## src/rtl/dvs_ravens_pkg.sv

```systemverilog
// Shared types and constants for the DVS AER transmit/receive blocks.
package dvs_ravens_pkg;

  localparam int unsigned AER_BITS_DEFAULT = 10;

  typedef enum logic [2:0] {
    IDLE,
    ROW_SETUP,
    ROW_REQ,
    ROW_REL,
    COL_SETUP,
    COL_REQ,
    COL_REL
  } aer_tx_state_t;

  localparam logic XSEL_ROW = 1'b0;
  localparam logic XSEL_COL = 1'b1;

endpackage

```

## src/rtl/aer_sync_2ff.sv

```systemverilog
// Generic two-flop synchroniser for a single asynchronous level.
module aer_sync_2ff (
  input  logic clk,
  input  logic rst,
  input  logic d,
  output logic q
);

  logic meta;

  // Two back-to-back flops; the first may go metastable, the second settles it.
  always_ff @(posedge clk or posedge rst) begin
    if (rst) begin
      meta <= 1'b0;
      q    <= 1'b0;
    end else begin
      meta <= d;
      q    <= meta;
    end
  end

endmodule

```

## src/rtl/dvs_aer_event_transmitter.sv

```systemverilog
// DVS AER event transmitter: serialises each accepted pixel event as a row
// word followed by a column+polarity word over a 4-phase req/ack handshake.
// Optional macro DVS_AER_ROW_BURST_EN skips the row word when the row matches
// the last fully transmitted event.
module dvs_aer_event_transmitter
  import dvs_ravens_pkg::*;
#(
  parameter int unsigned AER_BITS           = AER_BITS_DEFAULT,
  parameter int unsigned SETUP_CYCLES       = 2,
  parameter int unsigned ACK_TIMEOUT_CYCLES = 1024
) (
  input  logic                clk,
  input  logic                rst,
  input  logic                in_valid,
  output logic                in_ready,
  input  logic [AER_BITS-1:0] in_y,
  input  logic [AER_BITS-2:0] in_x,
  input  logic                in_pol,
  output logic [AER_BITS-1:0] aer,
  output logic                xsel,
  output logic                req,
  input  logic                ack,
  output logic                busy,
  output logic                timeout_err
);

  localparam int unsigned WAIT_W = $clog2(ACK_TIMEOUT_CYCLES + 1);
  typedef logic [WAIT_W-1:0] wait_t;
  localparam wait_t      WAIT_LAST  = wait_t'(ACK_TIMEOUT_CYCLES - 1);
  localparam logic [3:0] SETUP_LAST = 4'(SETUP_CYCLES);

  aer_tx_state_t       state, state_n;
  logic [3:0]          setup_cnt, setup_cnt_n;
  wait_t               wait_cnt, wait_cnt_n;
  logic [AER_BITS-1:0] aer_n;
  logic                xsel_n, req_n, tmo_n;
  logic [AER_BITS-1:0] ev_y;
  logic [AER_BITS-2:0] ev_x;
  logic                ev_pol;
  logic                ack_s;
  logic                accept;
  logic                skip_row;
  logic                wait_hit;

  assign accept   = in_valid && in_ready;
  assign wait_hit = (wait_cnt == WAIT_LAST);

  aer_sync_2ff u_ack_sync (
    .clk (clk),
    .rst (rst),
    .d   (ack),
    .q   (ack_s)
  );

`ifdef DVS_AER_ROW_BURST_EN
  logic [AER_BITS-1:0] last_y;
  logic                last_y_valid;

  assign skip_row = last_y_valid && (in_y == last_y);

  // Remember the row of the last event whose column word completed.
  always_ff @(posedge clk or posedge rst) begin
    if (rst) begin
      last_y       <= '0;
      last_y_valid <= 1'b0;
    end else if (tmo_n) begin
      last_y_valid <= 1'b0;
    end else if (state == COL_REL && !ack_s) begin
      last_y       <= ev_y;
      last_y_valid <= 1'b1;
    end
  end
`else
  assign skip_row = 1'b0;
`endif

  // Capture the event payload on acceptance.
  always_ff @(posedge clk or posedge rst) begin
    if (rst) begin
      ev_y   <= '0;
      ev_x   <= '0;
      ev_pol <= 1'b0;
    end else if (accept) begin
      ev_y   <= in_y;
      ev_x   <= in_x;
      ev_pol <= in_pol;
    end
  end

  // State, counters and registered outputs.
  always_ff @(posedge clk or posedge rst) begin
    if (rst) begin
      state       <= IDLE;
      setup_cnt   <= '0;
      wait_cnt    <= '0;
      aer         <= '0;
      xsel        <= XSEL_ROW;
      req         <= 1'b0;
      in_ready    <= 1'b0;
      busy        <= 1'b0;
      timeout_err <= 1'b0;
    end else begin
      state       <= state_n;
      setup_cnt   <= setup_cnt_n;
      wait_cnt    <= wait_cnt_n;
      aer         <= aer_n;
      xsel        <= xsel_n;
      req         <= req_n;
      in_ready    <= (state_n == IDLE);
      busy        <= (state_n != IDLE);
      timeout_err <= tmo_n;
    end
  end

  // Next-state and next-output logic. The two words share one code path per
  // phase; the row/column choice is taken from the current state.
  always_comb begin
    state_n     = state;
    setup_cnt_n = setup_cnt;
    wait_cnt_n  = wait_cnt;
    aer_n       = aer;
    xsel_n      = xsel;
    req_n       = req;
    tmo_n       = 1'b0;

    case (state)
      IDLE: begin
        setup_cnt_n = '0;
        wait_cnt_n  = '0;
        if (accept) state_n = skip_row ? COL_SETUP : ROW_SETUP;
      end

      ROW_SETUP, COL_SETUP: begin
        aer_n  = (state == ROW_SETUP) ? ev_y : {ev_x, ev_pol};
        xsel_n = (state == ROW_SETUP) ? XSEL_ROW : XSEL_COL;
        if (ack_s) begin
          // Stale ack from the far side: hold off setup until it releases.
          setup_cnt_n = '0;
          if (wait_hit) begin
            req_n      = 1'b0;
            tmo_n      = 1'b1;
            wait_cnt_n = '0;
            state_n    = IDLE;
          end else begin
            wait_cnt_n = wait_cnt + wait_t'(1);
          end
        end else begin
          wait_cnt_n = '0;
          if (setup_cnt == SETUP_LAST) begin
            req_n       = 1'b1;
            setup_cnt_n = '0;
            state_n     = (state == ROW_SETUP) ? ROW_REQ : COL_REQ;
          end else begin
            setup_cnt_n = setup_cnt + 4'd1;
          end
        end
      end

      ROW_REQ, COL_REQ: begin
        if (ack_s) begin
          req_n      = 1'b0;
          wait_cnt_n = '0;
          state_n    = (state == ROW_REQ) ? ROW_REL : COL_REL;
        end else if (wait_hit) begin
          req_n      = 1'b0;
          tmo_n      = 1'b1;
          wait_cnt_n = '0;
          state_n    = IDLE;
        end else begin
          wait_cnt_n = wait_cnt + wait_t'(1);
        end
      end

      ROW_REL, COL_REL: begin
        if (!ack_s) begin
          wait_cnt_n = '0;
          state_n    = (state == ROW_REL) ? COL_SETUP : IDLE;
        end else if (wait_hit) begin
          req_n      = 1'b0;
          tmo_n      = 1'b1;
          wait_cnt_n = '0;
          state_n    = IDLE;
        end else begin
          wait_cnt_n = wait_cnt + wait_t'(1);
        end
      end

      default: state_n = IDLE;
    endcase
  end

endmodule

```

## config.mk

```make
export PLATFORM = sky130hd
export DESIGN_NAME = dvs_aer_event_transmitter
export DESIGN_NICKNAME = d
export VERILOG_FILES = /design/src/rtl/dvs_ravens_pkg.sv /design/src/rtl/aer_sync_2ff.sv /design/src/rtl/dvs_aer_event_transmitter.sv
export SDC_FILE = /design/constraint.sdc
export NUM_CORES = 1
export LEC_CHECK = 0
export CORE_UTILIZATION = 50
export CTS_CLUSTER_DIAMETER = 50
export DETAILED_ROUTE_END_ITERATION = 6
export PLACE_DENSITY_LB_ADDON = 0.05
export SLEW_MARGIN = 25
export SYNTH_ARGS = -nofsm -noshare
export SYNTH_HDL_FRONTEND = slang
export SYNTH_HIERARCHICAL = 1
export SYNTH_SLANG_ARGS = --single-unit
```

## constraint.sdc

```tcl
create_clock -name clk -period 3.2 [get_ports clk]
set_input_delay 0.48 -clock clk [delete_from_list [all_inputs] [get_ports clk]]
set_output_delay 0.48 -clock clk [all_outputs]
set_load 0.02 [all_outputs]
```

# Yosys cells after proc, flatten, opt, wreduce, memory -nomap -nowiden
# Index checks and enable logic that the tools add are counted.
# word_totals
ff_bits	55
inputBits	24
# op_classes
addsub	2
eq_ne	10
n_mux	29
reduce_logical	12
# ops
cell	n
2-to-1 mux 11 bit	3
one-hot mux 11 bit (3 select lines)	1
2-to-1 mux 3 bit	9
one-hot mux 3 bit (4 select lines)	1
adder 11 x 1 -> 11 bit, second input constant	1
== test 11 x 10 -> 1 bit, second input constant	1
2-to-1 mux 10 bit	1
== test 3 bit, second input constant	3
2-to-1 mux 1 bit	9
nonzero test 3 bit	3
2-to-1 mux 4 bit	2
one-hot mux 4 bit (2 select lines)	1
== test 3 x 2 -> 1 bit, second input constant	2
logical NOT 3 bit	2
OR reduction 2 bit	3
adder 4 x 1 -> 4 bit, second input constant	1
== test 4 x 2 -> 1 bit, second input constant	1
OR reduction 4 bit	1
== test 3 x 1 -> 1 bit, second input constant	1
!= test 3 x 2 -> 1 bit, second input constant	1
one-hot mux 1 bit (3 select lines)	1
AND reduction 3 bit	1
!= test 2 x 1 -> 1 bit, second input constant	1
one-hot mux 1 bit (2 select lines)	1
other kinds (2)	2

# Depth between registers and ports, before layout
# Gate-level depths: netlist (run 1).
# logic_depth
ltp_word	6
mapped_depth	7
mapped_depth_nobuf	7

# Hierarchy
# Netlist (run 1), hierarchy kept.
# modules_own_cells
mod	instances	cells_each	area_per_inst_um2
dvs_aer_event_transmitter	1	230	2508.7
aer_sync_2ff	1	3	53.8

# Least setup slack after synthesis (run 1)
# Ideal clock, no wire load.
# synth_path
path_kind	reg-to-reg
from	reg wait_cnt[0]
to	reg in_ready
setup_ns	0.120
arrival_time_ns	1.637
required_time_ns	3.080
setup_slack_ns	1.443
path_stages_with_launch	8
path_cell_list	dfrtp_1 ha_1 and3_1 and3_1 buf_4 nor3_4 o32ai_2 and3_1
# synth_between
elab_chain_len	5
# synth_rtl
item	line	source
start, declared	dvs_aer_event_transmitter.sv:34	wait_t wait_cnt, wait_cnt_n;
start signal, assigned	dvs_aer_event_transmitter.sv:105	wait_cnt <= wait_cnt_n;
== test 11 x 10 -> 1 bit (*)	dvs_aer_event_transmitter.sv:46	assign wait_hit = (wait_cnt == WAIT_LAST);
2-to-1 mux 3 bit (*)	dvs_aer_event_transmitter.sv:139, dvs_aer_event_transmitter.sv:164, dvs_aer_event_transmitter.sv:178	
2-to-1 mux 3 bit, on equally long branches	dvs_aer_event_transmitter.sv:175, dvs_aer_event_transmitter.sv:136, dvs_aer_event_transmitter.sv:160	
one-hot mux 3 bit (4 select lines) (*)	dvs_aer_event_transmitter.sv:126	case (state)
logical NOT 3 bit (*)	dvs_aer_event_transmitter.sv:109	in_ready <= (state_n == IDLE);
end signal, assigned	dvs_aer_event_transmitter.sv:109	
end, declared	dvs_aer_event_transmitter.sv:15	output logic in_ready,
# Every way passes the cells marked *; elsewhere a longest branch is shown, timed or not.
# A chain may end at the register's enable or synchronous reset.

# Worst setup path in the final report (run 1)
# layout_path
from	reg state[1]
to	reg wait_cnt[6]
# layout_between
elab_chain_len	3
# layout_rtl
item	line	source
start, declared	dvs_aer_event_transmitter.sv:32	aer_tx_state_t state, state_n;
start signal, assigned	dvs_aer_event_transmitter.sv:103	state <= state_n;
== test 3 x 1 -> 1 bit, or another cell as far along	dvs_aer_event_transmitter.sv:126	
OR reduction 4 bit (no line) / OR reduction 2 bit (equally long branches)	n/a	
one-hot mux 11 bit (3 select lines) / nonzero test 3 bit (equally long branches)	n/a	
# Parallel ways exist; a longest one is shown, timed or not.

==> results of run 1 <==
==> worst max-delay path, cell delays in order (launching register included) <==
cell	delay [ps]
dfrtp_1	900
and3b_1	300
a211oi_4	350
nor3_4	110
nor2_2	230
nor2_1	80
==> power by group <==
| part | switching, mW | internal [mW] | total (mW) |
|---|---|---|---|
| sequential | 0.212 | 0.953 | 1.17 |
| clock | 0.216 | 0.178 | 0.394 |
| combinational | 0.561 | 0.547 | 1.11 |
==> kinds of logic after synthesis <==
family                   count (synthesis)  share of synthesized area, %
adder cells (fa/ha/maj)                  3                          1.46
flip-flops                              55                          53.7
AND/OR/NAND/NOR                         73                          15.0
multiplexers                            21                          9.23
XOR/XNOR                                 8                          2.73
AO/OA/AOI/OAI                           52                          14.0
buffers and inverters                   21                          3.86
==> sequential cells by signal (all words and copies together), names as in the netlist, 3 cells and up <==
signal	flops
wait_cnt	11
ev_x	9
aer	10
setup_cnt	4
state	3
ev_y	10
==> through the flow <==
step	setup slack, ps	cell area (µm²)	hold slack, ps	utilization [%]	power (mW)
after floorplan	1430	2560	221	-	1.95
after global placement	1140	2980	334	61.9	2.27
after detailed placement	1130	2980	344	61.9	2.29
after CTS	1120	3080	355	63.9	2.69
after global routing	881	3080	367	63.9	2.88
final	1100	3080	359	63.9	2.67
==> layer usage <==
layer / share of wire, % / vias to the layer above / global-route usage (%) / wire length (µm)
li1: - / 884 / - / -
met1: 49 / 883 / 27.6 / 2290
met2: 46 / 36 / 32.5 / 2160
met3: 3.2 / 7 / 4.25 / 151
met4: 1.4 / 0 / 6.41 / 63
met5: 0 / - / 0 / 0
==> how the worst max path moves through the flow <==
stage | start | to | slack, ps | cells past startpoint
after CTS | state[1] | wait_cnt[7] | 1120 | 5
after floorplan | rst | aer[0] | 1430 | 1
final | state[1] | wait_cnt[6] | 1100 | 5
after global placement | state[1] | wait_cnt[5] | 1140 | 5
after detailed placement | state[1] | wait_cnt[7] | 1130 | 5
after global routing | state[1] | wait_cnt[7] | 880 | 5
==> cells in the final DEF (no fill, tap or decap), types with 2 or more instances in the layout <==
master,instances
a21o_1,2
and2_1,2
clkbuf_8,6
dfrtp_1,55
o21ai_0,12
and3b_1,2
buf_4,4
nand2b_1,5
ha_1,3
nand3_1,4
nor2_1,15
a21oi_1,2
a31oi_1,3
inv_1,6
nor2b_1,4
a22oi_1,11
clkdlybuf4s50_1,38
xor2_1,4
xnor2_1,4
and3_1,6
nor3_1,3
nand2_1,23
o21ai_1,10
mux2_2,20
==> area by class of cell <==
type	count	area (µm²)
Clock inverter	1	8.76
Tap cell	67	83.8
Fill cell	420	1740
Inverter	7	26.3
Sequential cell	55	1380
Clock buffer	7	86.3
Timing Repair Buffer	42	410
Multi-Input combinational cell	157	1090
==> results.sh, run 1 <==
export IMPL_diodes=0
export IMPL_cp_end_kind="flip-flop"
export IMPL_cts_tree="done"
export IMPL_root_buffer="clkbuf_8"
export IMPL_crit_required_ps=3390
export IMPL_seq_area_frac_synth_pct=53.7
export IMPL_synth_largest_area_cell="dfrtp_1"
export IMPL_setup_viol=0
export IMPL_drive_above_1_share_pct=14.9
export IMPL_synth_area_per_cell_um2=11.0
export IMPL_cellLeakagePower_nw=1.34
export IMPL_place_hpwl_um=3210
export IMPL_relSlewSlack_pct=38.1
export IMPL_slew_violations=0
export IMPL_ys_ff_latch=55
export IMPL_clkTransAtPathRegs_ps=90
export IMPL_grt_start_max_net_pins=31
export IMPL_synth_nets=260
export IMPL_grt_pass1_wl_um=8290
export IMPL_p_per_area_mw_per_mm2=866
export IMPL_yosysMostFrequentCell="dfrtp_1"
export IMPL_finalClockSkew_ps=5.09
export IMPL_rows=25
export IMPL_die_w_um=73.6
export IMPL_dieArea_mm2=0.00542
export IMPL_yosysTopAreaCellShare_pct=53.7
export IMPL_io_buffers=38
export IMPL_postCtsHoldBufs=0
export IMPL_fp_dieH_um=73.6
export IMPL_worstPathArrival_ps=2290
export IMPL_coreArea_mm2=0.00482
export IMPL_tightest_slew_ps=927
export IMPL_cp_max_fo=28
export IMPL_cts_setup_buffers=0
export IMPL_wl_per_cell_um=13.9
export IMPL_fin_cells=336
export IMPL_grt_pass1_vias=1843
export IMPL_r2r_end="wait_cnt[6]"
export IMPL_grt_overflow_total=0
export IMPL_io_pins=39
export IMPL_ys_warnings_count=6
export IMPL_cts_buffers=5
export IMPL_synth_cells=233
export IMPL_synth_top_cells_by_area="dfrtp_1 (54%), mux2_2 (8.8%), nand2_1 (3.4%)"
export IMPL_rsz0062_at_grt="false"
export IMPL_critPathLaunchType="flip-flop"
export IMPL_max_freq_mhz=476
export IMPL_hp_class="in2async"
export IMPL_finalSetupTns_ps=0
export IMPL_ys_types=46
export IMPL_cts_resized=0
export IMPL_cts_sinks=55
export IMPL_drt_initial_drc_count=106
export IMPL_async_flop_share_pct=100
export IMPL_drc_errors=0
export IMPL_yosys_top_cells_count="dfrtp_1 (55), nand2_1 (23), mux2_2 (20), nor2_1 (15), o21ai_0 (12)"
export IMPL_start_util_pct=53.2
export IMPL_ant_nets=0
export IMPL_fin_crit_sh_pct=65.7
export IMPL_hold_viol_final=0
export IMPL_synthFlopType="dfrtp_1"
export IMPL_clkLatencyLatePin_ps=310
export IMPL_vias_per_cell=5.39
export IMPL_dr_pass1_iters=4
export IMPL_track_usage_pct=20.2
export IMPL_crit_type="reg2reg"
export IMPL_cts_buffer_depth=2
export IMPL_min_period_ps=2100
export IMPL_nets=295
export IMPL_num_vias=1810
export IMPL_ir_worst_vdd_mv=0.410
export IMPL_antenna_found_initial=0
export IMPL_cts_htree_levels=2
export IMPL_synth_edf_count=0
export IMPL_dp_cells=328
export IMPL_syn_area_mm2=0.00256
export IMPL_status="completed"
export IMPL_r2r_start="state[1]"
export IMPL_maxCapViolations=0
export IMPL_drt_total_wl_um=4660
export IMPL_gp_congestion=0.748
export IMPL_rr_worst_depth=5
export IMPL_reg2reg_setup_slack_ps=1100
export IMPL_syn2layout_area_growth_pct=20.2
Power figures use the tool's default switching activity.
==> run 2: changes to the inputs <==
CORE_UTILIZATION = 48   (was 50)
clock period = 1.8 ns   (was 3.2 ns; I/O delays follow)
==> results.sh, run 2 (synthesis results as in run 1) <==
export IMPL_grt_util_met1_pct=28.7
export IMPL_place_area_mm2=0.00307
export IMPL_cp_max_fo=5
export IMPL_fin_cells=351
export IMPL_io_buffers=38
export IMPL_worstPathArrival_ps=1930
export IMPL_hold_viol_final=0
export IMPL_mostFrequentLayoutCells="dfrtp_1 (54), clkdlybuf4s50_1 (38), nand2_1 (23), mux2_2 (20), buf_4 (15)"
export IMPL_clkLatencyLatePin_ps=320
export IMPL_start_util_pct=49.9
export IMPL_postCtsHoldBufs=0
export IMPL_place_hpwl_um=3550
export IMPL_use_met3_pct=4.55
export IMPL_nFillCells=461
export IMPL_hp_class="in2async"
export IMPL_grt_overflow_total=0
export IMPL_maxCapViolations=0
export IMPL_gp_congestion=0.791
export IMPL_critPathLaunchType="flip-flop"
export IMPL_hold_ws_ps=150
export IMPL_diodes=0
export IMPL_setup_viol=0
export IMPL_use_met2_pct=29.2
export IMPL_vias_per_cell=5.32
export IMPL_cts_tree="done"
export IMPL_crit_type="reg2reg"
export IMPL_reg2reg_setup_slack_ps=70
export IMPL_cts_htree_levels=2
export IMPL_ant_nets=0
export IMPL_track_usage_pct=19.9
export IMPL_syn2layout_area_growth_pct=25.1
export IMPL_reg_top3="wait_cnt x11, aer x10, ev_y x10"
export IMPL_fp_dieH_um=75.1
export IMPL_cts_buffer_depth=2
export IMPL_cts_sinks=55
export IMPL_dr_pass1_iters=4
export IMPL_fin_crit_sh_pct=95.9
export IMPL_grt_busiest_layer="met2"
export IMPL_status="completed"
export IMPL_crit_required_ps=2010
export IMPL_ir_worst_vdd_mv=0.645
export IMPL_drc_errors=0
export IMPL_dieArea_mm2=0.00563
export IMPL_power_mw=4.93
export IMPL_p_per_area_mw_per_mm2=1540
export IMPL_relSlewSlack_pct=66.7
export IMPL_io_pins=39
export IMPL_antenna_found_initial=0
export IMPL_slew_violations=0
export IMPL_final_common_cell="dfrtp_1"
export IMPL_min_period_ps=1730
export IMPL_fin_util_pct=62.4
export IMPL_die_w_um=75.1
export IMPL_drive_above_1_share_pct=20.6
export IMPL_multi_input_area_mm2=0.00111
export IMPL_rows=26
export IMPL_final_cell_area_mm2=0.00321
export IMPL_grt_pass1_wl_um=8200
export IMPL_nets=307
export IMPL_coreArea_mm2=0.00514
export IMPL_drt_total_wl_um=5000
export IMPL_finalClockSkew_ps=13.9
export IMPL_dp_cells=340
export IMPL_grt_start_max_net_pins=31
export IMPL_max_freq_mhz=580
export IMPL_wl_per_cell_um=14.2
export IMPL_tightest_slew_ps=500
export IMPL_root_buffer="clkbuf_8"
export IMPL_drt_initial_drc_count=96
export IMPL_top_register="wait_cnt"
export IMPL_grt_pass1_vias=1713
export IMPL_cp_end_kind="flip-flop"
export IMPL_num_vias=1868
export IMPL_cts_buffers=5
export IMPL_clkTransAtPathRegs_ps=90
export IMPL_cellLeakagePower_nw=1.40
export IMPL_seqCellArea_mm2=0.00138
export IMPL_largest_reg_flops=11
==> run 2: timing repair <==
| action | CTS | global route |
|---|---|---|
| buffers inserted | 1 | 3 |
| endpoints found under the setup margin | 1 | 10 |
| pin swaps | 1 | 6 |
| gates resized for setup | 1 | 6 |
==> run 2: metal layers <==
| metal | routed length [µm] | vias to the layer above |
|---|---|---|
| li1 | - | 914 |
| met1 | 2460 | 912 |
| met2 | 2300 | 34 |
| met3 | 172 | 8 |
| met4 | 74 | 0 |
| met5 | 0 | - |
==> run 2: power breakdown <==
part           internal [mW]  leakage [nW]  switching (mW)
Clock                  0.282        0.0461           0.421
Combinational           1.10         0.666            1.13
Sequential              1.70         0.686           0.293
==> run 2: per-stage QoR <==
step	setup slack (ps)	setup TNS, ps
after global routing	-8.62	-12.5
after CTS	9.98	0
final	74.4	0
after floorplan	43.4	0
after global placement	55.7	0
after detailed placement	16.8	0
==> run 2: final timing paths <==
kind                                 start            to  cells past startpoint
max                            wait_cnt[0]      in_ready                      7
min                                    rst  u_ack_sync/q                      2
max reg2reg                    wait_cnt[0]      in_ready                      7
min reg2reg                u_ack_sync/meta  u_ack_sync/q                      0
max in group asynchronous              rst      state[2]                      3
min in group clk           u_ack_sync/meta  u_ack_sync/q                      0
==> run 2: critical path, cell delays in order, from the launching register on <==
cell       delay (ps)
dfrtp_1           410
ha_1              230
and3_1            200
buf_4             150
a41oi_1           190
o21ai_0           100
o2bb2ai_1         190
and3_1            170
==> run 2: final cells by class <==
class | instances | area share (%)
clock buffer | 5 | 2.15
multi-input combinational | 157 | 34.6
tap | 70 | 2.73
inverter | 7 | 0.820
timing repair buffer | 54 | 16.0
clock inverter | 3 | 0.742
sequential | 55 | 43.0
==> run 3: changes to the inputs <==
HOLD_SLACK_MARGIN = 0.03   (was default)
SETUP_SLACK_MARGIN = 0.5   (was default)
==> results.sh, run 3 (synthesis results as in run 1) <==
export IMPL_crit_required_ps=1990
export IMPL_place_hpwl_um=3370
export IMPL_reg_top3="wait_cnt x11, aer x10, ev_y x10"
export IMPL_worstPathArrival_ps=1790
export IMPL_rsz0062_at_grt="true"
export IMPL_max_freq_mhz=627
export IMPL_cts_htree_levels=2
export IMPL_critPathLaunchType="flip-flop"
export IMPL_wl_met3_um=145
export IMPL_coreArea_mm2=0.00514
export IMPL_drt_initial_drc_count=109
export IMPL_p_per_area_mw_per_mm2=1530
export IMPL_grt_pass1_vias=1769
export IMPL_syn2layout_area_growth_pct=30.8
export IMPL_crit_type="reg2reg"
export IMPL_cts_sinks=55
export IMPL_cp_max_fo=6
export IMPL_io_buffers=38
export IMPL_largest_reg_flops=11
export IMPL_track_usage_pct=19.6
export IMPL_met1_length_um=2370
export IMPL_path_buf_inv=0
export IMPL_final_cell_area_mm2=0.00335
export IMPL_setup_viol=0
export IMPL_antenna_found_initial=0
export IMPL_relSlewSlack_pct=74.5
export IMPL_io_pins=39
export IMPL_grt_overflow_total=0
export IMPL_root_buffer="clkbuf_8"
export IMPL_fin_crit_sh_pct=88.6
export IMPL_cpPeakStageDelay_ps=390
export IMPL_clkLatencyLatePin_ps=300
export IMPL_grt_pass1_wl_um=8180
export IMPL_mostFrequentLayoutCells="dfrtp_1 (51), nand2_1 (23), clkdlybuf4s50_1 (23), mux2_2 (20), buf_4 (19)"
export IMPL_finalSetupTns_ps=0
export IMPL_drt_total_wl_um=5060
export IMPL_gp_congestion=0.824
export IMPL_tightest_slew_ps=377
export IMPL_cp_slowest_cell="dfrtp_1"
export IMPL_maxCapViolations=0
export IMPL_cts_buffer_depth=2
export IMPL_crit_family="simple AND/OR/NAND/NOR gates"
export IMPL_hp_class="in2async"
export IMPL_cellLeakagePower_nw=1.49
export IMPL_path_cells="ha_2, and3_4, and3_4, nor3_4, o32ai_2, and3_1"
export IMPL_final_common_cell="dfrtp_1"
export IMPL_nets=318
export IMPL_vias_per_cell=5.29
export IMPL_finalClockSkew_ps=8.21
export IMPL_diodes=0
export IMPL_routed_top_layer="met4"
export IMPL_wl_per_cell_um=14.0
export IMPL_cp_end_kind="flip-flop"
export IMPL_num_vias=1910
export IMPL_status="completed"
export IMPL_dieArea_mm2=0.00563
export IMPL_cp_common_cell="and3_4"
export IMPL_min_period_ps=1590
export IMPL_top_register="wait_cnt"
export IMPL_place_area_mm2=0.00307
export IMPL_ir_worst_vdd_mv=0.669
export IMPL_cts_buffers=5
export IMPL_ant_nets=0
export IMPL_fp_dieH_um=75.1
export IMPL_grt_start_max_net_pins=54
export IMPL_rows=26
export IMPL_postCtsHoldBufs=0
export IMPL_slew_violations=0
export IMPL_start_util_pct=49.9
export IMPL_hold_viol_final=0
export IMPL_dr_pass1_iters=4
export IMPL_clkTransAtPathRegs_ps=90
export IMPL_drive_above_1_share_pct=32.0
export IMPL_nFillCells=436
export IMPL_drc_errors=0
export IMPL_cts_tree="done"
export IMPL_die_w_um=75.1
export IMPL_wl_met2_um=2470
==> run 3: cell count changes in the layout (fill, tap and decap cells not counted), sizes merged <==
cell	before	now
clkdlybuf4s50	38	23
clkinv	1	2
clkdlybuf4s15	0	7
inv	8	6
buf	16	27
clkbuf	5	11
dlygate4sd2	0	2
==> run 3: routing by layer <==
layer  vias up  track usage (%)
li1        933                -
met1       938             27.7
met2        32             29.7
met3         7             4.15
met4         0             7.13
met5         -                0
==> run 3: metrics by stage <==
stage | utilization, % | setup WS (ps) | hold slack (ps) | total power [mW] | instances
2_1_floorplan | - | 161 | 11.2 | 3.57 | 233
3_3_place_gp | 59.7 | 163 | 335 | 4.19 | 336
3_5_place_dp | 59.7 | 121 | 344 | 4.23 | 336
4_1_cts | 64.1 | 212 | 185 | 5.08 | 355
5_1_grt | 65.2 | 122 | 202 | 5.52 | 361
6_report | 65.2 | 206 | 195 | 5.14 | 361
==> run 3: report_power, final <==
| part | internal (mW) | leakage (nW) | switching (mW) | total, mW |
|---|---|---|---|---|
| Sequential | 1.70 | 0.682 | 0.292 | 1.99 |
| Clock | 0.267 | 0.0440 | 0.377 | 0.644 |
| Combinational | 1.23 | 0.765 | 1.27 | 2.50 |
| Total | 3.20 | 1.49 | 1.94 | 5.14 |
==> run 3: layout make-up <==
type,instances,area (µm²),area share [%]
inverter,7,30.0,0.896
sequential,55,1380,41.2
tap,70,87.6,2.61
clock buffer,5,68.8,2.05
clock inverter,2,13.8,0.411
timing repair buffer,65,589,17.6
multi-input combinational,157,1180,35.2
==> run 3: worst paths after layout <==
| check | from | endpoint | slack [ps] | depth (start not counted) |
|---|---|---|---|---|
| min in group clk | u_ack_sync/meta | u_ack_sync/q | 360 | 0 |
| worst max register to register | wait_cnt[1] | in_ready | 210 | 6 |
| worst min-delay path | rst | u_ack_sync/meta | 200 | 2 |
| max in group asynchronous | rst | state[2] | 1150 | 3 |
| worst max-delay path | wait_cnt[1] | in_ready | 210 | 6 |
| worst min register to register | u_ack_sync/meta | u_ack_sync/q | 360 | 0 |
==> run 3: worst register-to-register path, cell delays in order, from the launching register on <==
cell and delay (ps):
dfrtp_1 390, ha_2 190, and3_4 160, and3_4 180
nor3_4 260, o32ai_2 140, and3_1 170
==> run 3: repair_timing <==
item / CTS / global route
hold endpoints to repair: 0 / 0
pin swaps: 7 / 1
setup buffers: 12 / 6
endpoints found under the setup margin: 47 / 48
gates resized for setup: 41 / 21
